**src/rtl/multiword_add_sequencer.sv**
```systemverilog
// Wide adder controller: feeds one external N-bit ripple-carry slice LSB first and
// chains the slice carry. Optional SEQ_SUB_MODE_EN adds a 'sub' port for A - B.
module multiword_add_sequencer #(
  parameter int N      = 4,
  parameter int SLICES = 4
) (
  input  logic                clk,
  input  logic                rst,
  input  logic                start,
  input  logic [N*SLICES-1:0] op_a,
  input  logic [N*SLICES-1:0] op_b,
  input  logic                cin,
`ifdef SEQ_SUB_MODE_EN
  input  logic                sub,
`endif
  output logic [N-1:0]        add_a,
  output logic [N-1:0]        add_b,
  output logic                add_cin,
  input  logic [N-1:0]        add_sum,
  input  logic                add_cout,
  output logic [N*SLICES-1:0] result,
  output logic                cout,
  output logic                busy,
  output logic                done
);

  localparam int W  = N * SLICES;
  localparam int IW = (SLICES > 1) ? $clog2(SLICES) : 1;
  localparam logic [IW-1:0] LAST = IW'(SLICES - 1);

  typedef enum logic [1:0] {IDLE, RUN, DONE} state_e;

  state_e        state_q, state_d;
  logic [IW-1:0] idx_q, idx_d;
  logic          carry_q, carry_d;
  logic [W-1:0]  a_q, a_d;
  logic [W-1:0]  b_q, b_d;
  logic [W-1:0]  result_q, result_d;
  logic          cout_q, cout_d;
  logic          sub_q, sub_d;
  logic          sub_in;

`ifdef SEQ_SUB_MODE_EN
  assign sub_in = sub;
`else
  assign sub_in = 1'b0;
`endif

  always_comb begin
    state_d  = state_q;
    idx_d    = idx_q;
    carry_d  = carry_q;
    a_d      = a_q;
    b_d      = b_q;
    result_d = result_q;
    cout_d   = cout_q;
    sub_d    = sub_q;
    add_a    = '0;
    add_b    = '0;
    add_cin  = 1'b0;
    case (state_q)
      IDLE: begin
        if (start) begin
          a_d     = op_a;
          b_d     = op_b;
          sub_d   = sub_in;
          // Subtract is A + ~B + 1, so the initial carry is forced high.
          carry_d = sub_in ? 1'b1 : cin;
          idx_d   = '0;
          state_d = RUN;
        end
      end
      RUN: begin
        add_a   = a_q[idx_q*N +: N];
        add_b   = b_q[idx_q*N +: N] ^ {N{sub_q}};
        add_cin = carry_q;
        result_d[idx_q*N +: N] = add_sum;
        carry_d = add_cout;
        idx_d   = idx_q + IW'(1);
        if (idx_q == LAST) begin
          cout_d  = add_cout;
          state_d = DONE;
        end
      end
      DONE:    state_d = IDLE;
      default: state_d = IDLE;
    endcase
  end

  always_ff @(posedge clk) begin
    if (rst) begin
      state_q  <= IDLE;
      idx_q    <= '0;
      carry_q  <= 1'b0;
      a_q      <= '0;
      b_q      <= '0;
      result_q <= '0;
      cout_q   <= 1'b0;
      sub_q    <= 1'b0;
    end else begin
      state_q  <= state_d;
      idx_q    <= idx_d;
      carry_q  <= carry_d;
      a_q      <= a_d;
      b_q      <= b_d;
      result_q <= result_d;
      cout_q   <= cout_d;
      sub_q    <= sub_d;
    end
  end

  assign result = result_q;
  assign cout   = cout_q;
  assign busy   = (state_q != IDLE);
  assign done   = (state_q == DONE);

endmodule

```
**config.mk**
```make
export PLATFORM = sky130hd
export DESIGN_NAME = multiword_add_sequencer
export DESIGN_NICKNAME = d
export VERILOG_FILES = /design/src/rtl/multiword_add_sequencer.sv
export SDC_FILE = /design/constraint.sdc
export NUM_CORES = 1
export LEC_CHECK = 0
export CORE_MARGIN = 5
export CORE_UTILIZATION = 40
export CTS_CLUSTER_SIZE = 20
export DETAILED_ROUTE_END_ITERATION = 16
export PLACE_DENSITY = 0.69
export SLEW_MARGIN = 20
export SYNTH_ARGS = -nofsm -noshare
export SYNTH_HDL_FRONTEND = slang
export SYNTH_SLANG_ARGS = --single-unit
```
**constraint.sdc**
```tcl
create_clock -name clk -period 2.91 [get_ports clk]
set_input_delay 0.582 -clock clk [delete_from_list [all_inputs] [get_ports clk]]
set_output_delay 0.582 -clock clk [all_outputs]
set_load 0.01 [all_outputs]
```
==> impl.org, run 1 <==
** Yosys
- Counting every net in the synthesized netlist gives 318.
- Top cell type by total area after synthesis :: dfxtp_1
- The synthesized netlist contains 29 unique library cells.
- Synthesized instance count :: 272
- Yosys attributes the largest share of cell area to dfxtp_1 (44%), nand2_1 (11%), a21oi_1 (9.0%), mux4_1 (4.3%), mux4_2 (3.7%).
- Synthesis inferred 54 register bits.
- Proportion of synthesized flip-flops having asynchronous set or reset :: 0%
- Yosys top cell area share :: 44.08%
- Among all flip-flop cells after synthesis, the most frequent one is dfxtp_1.
- After synthesis the cells add up to 2452 µm².
- During synthesis, Yosys emitted a total of 0 warnings.
- In this run, synthesis inferred 0 flip-flops with an integrated enable.
- Mean cell area of the mapped netlist :: roughly 9 µm²
- Summing the sequential cell areas from Yosys gives 44.08% of the chip area.

** CTS
- Clock tree root buffer cell :: clkbuf_8
- Number of clock sinks :: 54
- Counting along the longest clock path gives a buffer depth of 2.
- CTS HTree Levels :: 2
- Number of buffers added to fix hold violations after cts :: 0
- Clock-pin slew was measured on the worst setup and hold paths at 100 ps.
- Clock tree synthesis inserted a total of 5 buffers.
- Number of setup buffers added after CTS :: 0
- TritonCTS built the clock tree.
- For the worst-skew pair, the clock arrives at the later sink with an insertion delay of 300 ps.
- Resize count post-CTS :: 0

** Global route
- Global-route usage over all layers :: 14.53%
- The via count of the first global-routing pass is 2044.
- Global-route wire length before repair :: about 9000 µm
- The initial antenna violation count was 0.
- Sum of overflow across all layers after global routing :: 0
- Largest net degree at the start of global routing :: 39

** Timing
- The number of hold-slack violations in the final timing report is 0.
- Worst hold slack :: between 400 and 500 ps
- Setup repair after global routing left no endpoint under its margin.
- The number of max-slew violations in the final report came to 0.
- For this run, the top clock speed supported by timing is 0.3852 GHz.
- In this run the tightest slew margin relative to its limit is 54.40%.
- Transition at the pin with the smallest max-transition slack :: 684.0 ps
- Of the available clock period, the critical path in the final layout requires 89.21%.
- Finish-stage setup viols :: 0
- The clock arrives with 6.275 ps of skew.
- Final critical path time including I/O delays and setup :: 2596 ps
- Summed over all failing endpoints, the final setup total negative slack is 0 ps.

** Min path
- Along the worst hold path, the cell count comes to 2.
- Worst hold start :: b_q[7]
- Hold path endpoint :: b_q[7]
- The tightest min-delay check is of the reg2reg type.

** Power and ir drop
- PD cells :: between 400 and 500 nW/µm²
- Largest voltage drop on the vdd net :: 0.2423 mV
- Leakage power of the design :: between 0.001 and 0.0015 µW
- Overall power after layout :: 1529 µW

** Critical path
- The worst register-to-register path has a depth of 5.
- Startpoint Class :: register
- In this run the worst path has a maximum fanout of 10.
- Endpoint of the lowest-slack register-to-register path :: result[12]
- WP data arrival :: 2010 ps
- Startpoint of the worst register-to-register path :: idx_q[1]
- The worst setup path is captured at an output port.
- The critical path in this run is classified as reg2out.
- At the worst endpoint, the required time is 2330 ps.
- Setup slack of the worst register-to-register path :: approximately 960 ps

** Drt
- Wires add up to 5414 µm.
- Remaining number of nets flagged by the antenna check after routing :: 0
- Met2 wire length :: approximately 2600 µm
- In the final routed layout, each cell accounts on average for 13.14 µm.
- Uppermost metal layer occupied by signal nets :: met4
- Post-detailed-route DRC marker count :: 0
- DR pass1 iterations :: 4
- Using the TritonRoute via totals, the vias-per-cell ratio works out to 4.920.
- The routed layout has 2027 vias.
- Amount of wire on met3 after detailed routing :: 335 µm
- In the final routing, the length of wire on met1 measures about 2500 µm.
- Number of DRC markers in iteration 0 :: 49

** Floorplan
- Area of the core :: slightly below 6000 µm²
- In this run the vertical extent of the chip is slightly below 90 µm.
- 69 I/O pins were placed.
- The floorplan has 28 rows.
- Die width :: 88.30 µm
- The floorplan step defined a die boundary enclosing around 7800 µm².
- For this configuration, the core starts out at a cell density of 41.18%.

** Flow run
- Maxcap violations :: 0

** Finish
- Final Util :: 54.92%
- Cells with a size suffix above 1 make up 9.199% of the layout.
- After the last flow step, the layout net total stands at around 380.
- Counting the fill cells in the layout gives about 610.
- Compared with the post-synthesis result, the final layout area differs by 33.37%.
- Number of diodes :: 0

** Placed design
- After legalization and detailed placement, the total HPWL measured 3947 µm.
- Port buffering added 68 buffers.
- Routability-driven placement finished with a final weighted congestion of slightly above 0.7.

** Status
- The flow ran to the end, and the final reports show no timing, DRC or antenna violations.
[power breakdown]
group          switching (µW)  total (µW)  internal (µW)
clock                     244         498            254
sequential               16.8         790            773
combinational             113         242            128
[metrics by stage]
stage	cell area (µm²)	instances	setup WS, ps
6_report	3271	412	314.0
2_1_floorplan	2452	272	1103
5_1_grt	3271	412	210.6
4_1_cts	3271	412	295.4
3_3_place_gp	3162	404	630.5
3_5_place_dp	3162	404	636.1
[per-layer routing]
metal / vias up / GRT usage [%]
met4: 0 / 3.709
met5: - / 0
met1: 921 / 18.62
met3: 5 / 2.700
met2: 54 / 25.22
li1: 1047 / -
[state kept, by name, indices dropped and copies added, names as in the netlist]
register  flops
result       16
idx_q         2
carry_q       1
b_q          16
state_q       2
a_q          16
cout          1
[cells in the mapped netlist (4+ instances only)]
library cell	n
clkbuf_1	7
mux4_2	4
inv_1	11
nor2b_1	5
dfxtp_1	54
nor2_1	5
ha_1	5
nand3_1	9
buf_6	4
nor2b_4	4
buf_2	7
a21oi_1	44
nand2b_1	7
o32ai_1	8
and3b_1	4
mux4_1	4
nand2_1	75
[placed cells by master, fill, tap and decap left out]
cell type / Yosys / layout
buf_4: 0 / 8
o21bai_1: 1 / 1
dfxtp_1: 54 / 54
nor2b_4: 4 / 4
and3b_1: 4 / 4
nor2_1: 5 / 5
nor3b_4: 0 / 1
or3b_2: 1 / 1
ha_1: 5 / 5
inv_1: 11 / 11
bufinv_16: 0 / 1
nor2b_1: 5 / 5
buf_2: 7 / 1
nand2_1: 75 / 75
a211oi_1: 1 / 1
clkbuf_8: 0 / 5
o21a_1: 1 / 1
or2_2: 1 / 1
a21oi_1: 44 / 44
mux4_2: 4 / 4
clkinv_2: 0 / 2
mux4_1: 4 / 4
o32ai_1: 8 / 8
nand3b_1: 3 / 3
clkdlybuf4s50_1: 0 / 67
nor4b_4: 2 / 2
nand3_1: 9 / 9
nand2b_1: 7 / 7
or3b_1: 1 / 1
nand3_2: 1 / 1
nand4_1: 1 / 1
[logic make-up (layout without fill, tap and decap cells)]
kind of cell	Yosys count	count (layout)	synth area share, %
AO/OA/AOI/OAI	55	55	12.76
adder cells (fa/ha/maj)	5	5	2.551
buffers and inverters	30	95	6.837
flip-flops	54	54	44.08
multiplexers	8	8	7.959
AND/OR/NAND/NOR	120	120	25.82
[final cells by class]
cell class / count / area, µm² / share of cell area, %
flip-flops and latches: 54 / 1081 / 33.05
inverters: 11 / 41.29 / 1.262
repair buffers: 76 / 735.7 / 22.49
multi-input cells: 188 / 1210 / 36.99
clock buffers: 5 / 68.82 / 2.104
well taps: 75 / 93.84 / 2.869
clock inverters: 3 / 40.04 / 1.224
[worst max-delay path, cell delays in order (launching register included)]
cell and delay, ps:
dfxtp_1 340, buf_4 200, mux4_1 560, nor2b_1 140
clkdlybuf4s50_1 470
[worst max path at each step]
| stage | from | endpoint | slack, ps | cells after the start |
|---|---|---|---|---|
| 2_1_floorplan | idx_q[0] | add_a[0] | 1100 | 4 |
| 3_3_place_gp | idx_q[0] | add_a[3] | 630 | 4 |
| 3_5_place_dp | idx_q[0] | add_a[3] | 640 | 4 |
| 4_1_cts | idx_q[0] | add_a[3] | 300 | 4 |
| 5_1_grt | idx_q[1] | add_b[3] | 210 | 3 |
| 6_report | idx_q[0] | add_a[3] | 310 | 4 |
Power figures use the tool's default switching activity.
==> inputs of run 2 (changes only) <==
- CORE_ASPECT_RATIO: unset -> 0.6
==> impl.org, run 2 (synthesized netlist as in run 1, its figures left out) <==
** Critical path
- WP data arrival :: 2060 ps (+50 ps)
- The critical-path maximum fanout was 9 (-1).
- Required time worst endpoint :: 2330 ps (about the same)
- The internal reg-to-reg setup slack was 910 ps (-50 ps).
- Worst Path Buf+Inv :: 1 (-1)
- Traced cell by cell, the critical path runs through mux4_1 > nor2b_1 > clkdlybuf4s50_1.
- Largest stage delay, worst path :: 590 ps (+30 ps)
- Startpoint Class :: register
- STA classifies the critical path endpoint as an output port.
- The largest individual stage delay along the critical path comes from the cell mux4_1.
- Critical Setup Path Class :: reg2out
- Cell family with most CP delay :: multiplexers

** CTS
- TritonCTS built the clock tree.
- CTS Buf Count :: 5 (unchanged)
- The clock tree buffer depth was 2 (unchanged).
- CTS HTree Levels :: 2 (unchanged)
- CTS clk-pin slew, worst paths :: 100 ps (about the same)
- The clock latency at the later pin of the worst-skew pair is 300 ps (about the same).
- The post-CTS setup buffer count was 0 (unchanged).
- Number of clock sinks :: 54 (unchanged)
- The tree is rooted in a clkbuf_8.

** Floorplan
- The number of I/O pins came to 69 (unchanged).
- Die area :: 7848 µm² (+0.66%)
- The horizontal extent of the die is 111.1 µm (+26%).
- The die span in y is 70.65 µm (-20%).
- The total core area was 6028 µm² (+1.2%).
- The starting utilization of the core area is 40.68% (-0.50 points).
- Core Rows :: 22 (-21%)

** Drt
- Mean number of vias per cell :: 4.769 (-3.1%)
- The first-pass iteration count of the detailed router was 4 (unchanged).
- Remaining number of nets flagged by the antenna check after routing :: 0 (unchanged)
- Post-detailed-route DRC marker count :: 0 (unchanged)
- Detail-routed net length per standard cell :: 13.45 µm (+2.4%)
- Total wire length :: 5651 µm (+4.4%)
- Total vias in the final route :: 2003 (-1.2%)
- The violation count after the first detailed-route iteration was 92 (+88%).

** Placed design
- The number of placed cells counting well taps came to 412 (+2.0%).
- Worst setup timing slack at the placement stage :: 376.1 ps (-260.0 ps)
- GPL Wtd Cong :: 0.7289 (+1.0%)
- The number of port buffers came to 68 (unchanged).
- The estimated wirelength of the detail-placed design was 4284 µm (+8.5%).

** Timing
- Total negative slack for setup checks :: 0 ps (unchanged)
- Period utilization :: 90.94% (+1.7 points)
- The number of hold-slack violations in the final timing report was 0 (unchanged).
- The transition time at the pin with the least slew margin came to 700.7 ps (+16.67 ps).
- Final worst-path setup slack :: 263.6 ps (-50.40 ps)
- Finish-stage setup viols :: 0 (unchanged)
- Max-slew headroom at the worst pin :: 53.29% (-1.1 points)
- The fmax was 0.3779 GHz (-1.9%).
- Final critical path time including I/O delays and setup :: 2646 ps (+50.40 ps)
- Setup repair after global routing left no endpoint under its margin.
- The clock skew was 8.186 ps (+1.910 ps).
- The number of max-slew violations in the final report is 0 (unchanged).

** Power and ir drop
- PD cells :: 441.6 nW/µm² (-5.6%)
- The static leakage power was 0.001147 µW (-1.6%).
- Largest voltage drop on the vdd net :: 0.2029 mV (-16%)
- The total power came to 1438 µW (-6.0%).

** Finish
- Synthesis-to-layout area growth :: 32.81%
- Number of nets in the final layout :: 381 (-0.26%)
- Leaving out fill and tap cells, the most frequent cell in the layout is nand2_1.
- Register cell area after layout :: 1082 µm² (+0.12%)
- Total area of multi-input combinational cells :: 1210 µm² (unchanged)
- The library cells used most frequently in the layout, excluding fill and tap cells, are nand2_1 (75), clkdlybuf4s50_1 (67), dfxtp_1 (53).
- The share of cells above drive strength 1 is 9.226% (+0.027 points).
- Number of diodes :: 0 (unchanged)
- Filler Cells Inserted :: 573 (-5.4%)
- Final instance count without filler cells :: 420 (+1.9%)

** Global route
- Largest net degree at the start of global routing :: 43 (+10%)
- Sum of overflow across all layers after global routing :: 0 (unchanged)
- Global-route wire length before repair :: 9584 µm (+6.5%)
- Global-route usage over all layers :: 14.68% (+0.15 points)
- The via count of the first global-routing pass is 1979 (-3.2%).
- Initial antenna violation count :: 0 (unchanged)

** Status
- Status :: finished clean

** Min path
- Worst hold path class :: reg2reg

** Flow run
- Maxcap violations :: 0 (unchanged)
==> run 2: changes by cell type in the layout (fill, tap and decap cells not counted), sizes merged <==
cell / previous run / this run
buf: 9 / 8
bufinv: 1 / 0
clkinvlp: 0 / 1
==> run 2: layer usage <==
layer / wire, µm / share of wire [%] / vias up / track usage (%)
met5: 0 / 0 / - / 0
met4: 0 / 0 / 0 / 2.024
met3: 294 / 5.2 / 0 / 4.530
met2: 2390 / 42 / 54 / 21.24
met1: 2967 / 53 / 903 / 22.00
li1: - / - / 1046 / -
==> run 2: repair_timing <==
action / 4_1_cts / 5_1_grt
hold buffers: 0 / 0
resized for setup: 0 / 1
setup endpoints to repair: 0 / 4
==> run 2: final cells by class <==
type                            instances  area share (%)
Inverter                               11           1.268
Multi-Input combinational cell        188           37.15
Sequential cell                        54           33.23
Clock inverter                          3          0.6531
Clock buffer                            5           2.113
Timing Repair Buffer                   75           22.36
Tap cell                               84           3.227
==> run 2: metrics by stage <==
| stage | utilization (%) | cell area, µm² | hold WS [ps] |
|---|---|---|---|
| 6_report | 54.03 | 3257 | 457.6 |
| 5_1_grt | 54.03 | 3257 | 474.8 |
| 4_1_cts | 54.01 | 3256 | 459.6 |
| 3_5_place_dp | 52.51 | 3166 | 446.5 |
| 3_3_place_gp | 52.51 | 3166 | 438.6 |
| 2_1_floorplan | - | 2452 | 431.5 |
==> run 2: worst paths after layout <==
check	from	endpoint	depth (start not counted)
setup / recovery	idx_q[0]	add_b[1]	3
hold reg to reg	a_q[11]	a_q[11]	2
hold / removal	a_q[11]	a_q[11]	2
setup reg to reg	idx_q[0]	result[15]	6
==> run 2: power breakdown <==
| group | switching, µW | total (µW) | internal [µW] | leakage [µW] |
|---|---|---|---|---|
| logic | 110 | 237 | 127 | 0.000662 |
| registers | 21.8 | 795 | 773 | 0.000442 |
| clock network | 237 | 406 | 169 | 0.0000441 |
| total | 369 | 1440 | 1070 | 0.00115 |
==> run 2: tightest hold or removal path: stages, from the launching register on <==
cell     delay [ps]
dfxtp_1         320
nand2_1          50
a21oi_1          50
==> inputs of run 3 (changes only) <==
- CORE_ASPECT_RATIO: 0.6 -> 2
- CTS_BUF_LIST: unset -> sky130_fd_sc_hd__clkbuf_4 sky130_fd_sc_hd__clkbuf_8
- TNS_END_PERCENT: unset -> 50
==> impl.org, run 3 (synthesized netlist as in run 1, its figures left out) <==
** Min path
- Worst Hold Depth :: 2 (unchanged)
- Worst hold path class :: reg2reg
- The startpoint identified for the worst hold timing path is b_q[4].

** Finish
- The post-layout net count was 380 (-0.26%).
- The top cell types in the final layout, fill and taps aside, are nand2_1 (75), clkdlybuf4s50_1 (67), dfxtp_1 (53).
- The share of cells above drive strength 1 is 8.955% (-0.27 points).
- The library cell used most frequently in the layout, excluding fill and tap cells, is nand2_1.
- Synthesis-to-layout area growth :: 31.94%
- Filler Cells Inserted :: 585 (+2.1%)
- The diode insertion count for antenna repair is 0 (unchanged).
- The area of combinational cells with multiple inputs came to 1210 µm² (unchanged).
- The sequential cell area came to 1082 µm² (unchanged).

** CTS
- The number of gates resized after cts was 0 (unchanged).
- The number of hold buffers added after CTS came to 0 (unchanged).
- Clock latency on the worst-skew pair :: 300 ps (about the same)
- CTS clk-pin slew, worst paths :: 100 ps (about the same)
- Clock tree from TritonCTS :: yes
- The post-CTS setup buffer count is 0 (unchanged).
- Number of clock sinks :: 54 (unchanged)
- Clock tree synthesis selected as its root buffer the cell clkbuf_8.
- The total clock buffers created by CTS is 5 (unchanged).
- The H-tree depth reported by CTS came to 2 (unchanged).
- The clock tree buffer depth is 2 (unchanged).

** Drt
- DR pass1 iterations :: 4 (unchanged)
- Detail-routed net length per standard cell :: 13.89 µm (+3.3%)
- The total wire length was 5530 µm (-2.1%).
- Mean number of vias per cell :: 5.085 (+6.6%)
- The number of nets with antenna violations after routing is 0 (unchanged).
- Post-detailed-route DRC marker count :: 0 (unchanged)
- Total vias in the final route :: 2024 (+1.0%)
- Number of DRC markers in iteration 0 :: 81 (-12%)

** Critical path
- The number of stages on the worst setup path was 4 (+1).
- Startpoint of the worst register-to-register path :: idx_q[1]
- The number of cells on the worst reg-to-reg path was 5 (-1).
- Cell family with most CP delay :: buffers and inverters
- The required time at the worst-slack endpoint came to 2330 ps (about the same).
- Critical Setup Path Class :: reg2out
- In this run the worst setup path begins at idx_q[0].
- Nature of the critical path endpoint :: output port
- The largest incremental delay on the critical path is 530 ps (-60 ps).
- The signal arrival time at the worst endpoint came to 2100 ps (+40 ps).
- The slowest stage of the critical path is the mux4_1 cell.
- Highest fanout seen on the critical path :: 11 (+2)
- STA classifies the critical path startpoint as a register.
- Worst Path Buf+Inv :: 2 (+1)
- Traced cell by cell, the critical path runs through buf_12 > mux4_1 > nor2b_1 > clkdlybuf4s50_1.

** Global route
- The initial antenna violation count is 0 (unchanged).
- Global-route wire length before repair :: 8880 µm (-7.3%)
- Sum of overflow across all layers after global routing :: 0 (unchanged)
- The largest net degree at the start of global routing was 43 (unchanged).
- The via count of the first global-routing pass was 1970 (-0.45%).
- Global-route usage over all layers :: 14.35% (-0.32 points)

** Floorplan
- The starting utilization of the core area is 40.83% (+0.15 points).
- The total die area came to 7892 µm² (+0.55%).
- IO Pins :: 69 (unchanged)
- The total core area came to 6006 µm² (-0.37%).
- The horizontal extent of the die is 65.37 µm (-41%).
- Core Rows :: 40 (+82%)
- Overall die height :: 120.7 µm (+71%)

** Timing
- Post-Route Skew :: 10.73 ps (+2.547 ps)
- The summed negative setup slack over all endpoints came to 0 ps (unchanged).
- The worst-case hold slack is 454.7 ps (-2.969 ps).
- The clock period minus worst slack came to 2682 ps (+35.25 ps).
- The number of hold-slack violations in the final timing report was 0 (unchanged).
- Transition at the pin with the smallest max-transition slack :: 721.4 ps (+20.71 ps)
- Number of max-slew violations in the final report :: 0 (unchanged)
- Finish-stage setup viols :: 0 (unchanged)
- The fmax is 0.3729 GHz (-1.3%).
- Period utilization :: 92.15% (+1.2 points)
- Setup repair after global routing left no endpoint under its margin.
- Max-slew headroom at the worst pin :: 51.91% (-1.4 points)

** Power and ir drop
- Largest voltage drop on the vdd net :: 0.2910 mV (+43%)
- The power per unit of standard cell area came to 445.8 nW/µm² (+0.96%).
- The static leakage power came to 0.001149 µW (+0.19%).

** Status
- The flow ran to the end, and the final reports show no timing, DRC or antenna violations.

** Placed design
- The estimated wirelength of the detail-placed design is 4245 µm (-0.92%).
- The number of port buffers came to 68 (unchanged).
- GPL Wtd Cong :: 0.7675 (+5.3%)

** Flow run
- Maxcap violations :: 0 (unchanged)
## run 3: through the flow
stage / power, µW / utilization (%) / worst slack (ps) / std cells / instance area, µm²
2_1_floorplan: 953.2 / - / 1103 / 272 / 2452
3_3_place_gp: 1047 / 52.35 / 432.2 / 390 / 3144
3_5_place_dp: 1051 / 52.35 / 431.9 / 390 / 3144
4_1_cts: 1459 / 53.85 / 87.27 / 398 / 3234
5_1_grt: 1519 / 53.87 / 119.6 / 398 / 3236
6_report: 1442 / 53.87 / 228.3 / 398 / 3236
## run 3: report_power, final
group          total [µW]  switching [µW]  internal (µW)
Sequential            792            19.0            773
Clock                 411             231            180
Combinational         239             110            129
Total                1440             360           1080
## run 3: worst register-to-register path: cells and delay by family (launching register included)
kind                       cells  cell delay [ps]
DFF                            1              640
and+or+nand+nor                2              590
adders and majority gates      1              410
buffers and inverters          1              160
AOI/OAI and AO/OA              1              140
## run 3: path summary, 6_finish.rpt
| check | slack [ps] | endpoint |
|---|---|---|
| worst min register to register | 450 | b_q[4] |
| worst max register to register | 900 | result[14] |
| worst max-delay path | 230 | add_b[1] |
| worst min-delay path | 450 | b_q[4] |
## run 3: layout make-up
class	count	share of cell area [%]
Sequential cell	54	33.45
Inverter	11	1.276
Clock buffer	6	2.359
Clock inverter	2	0.4254
Timing Repair Buffer	74	22.66
Multi-Input combinational cell	188	37.39
Tap cell	63	2.436
## run 3: metal layers
metal  vias to the layer above  wire [µm]  GRT usage (%)
li1                       1044          -              -
met3                         5        252          3.067
met5                         -          0              0
met1                       924       2000          14.27
met2                        51       3223          28.25
met4                         0         53          4.416
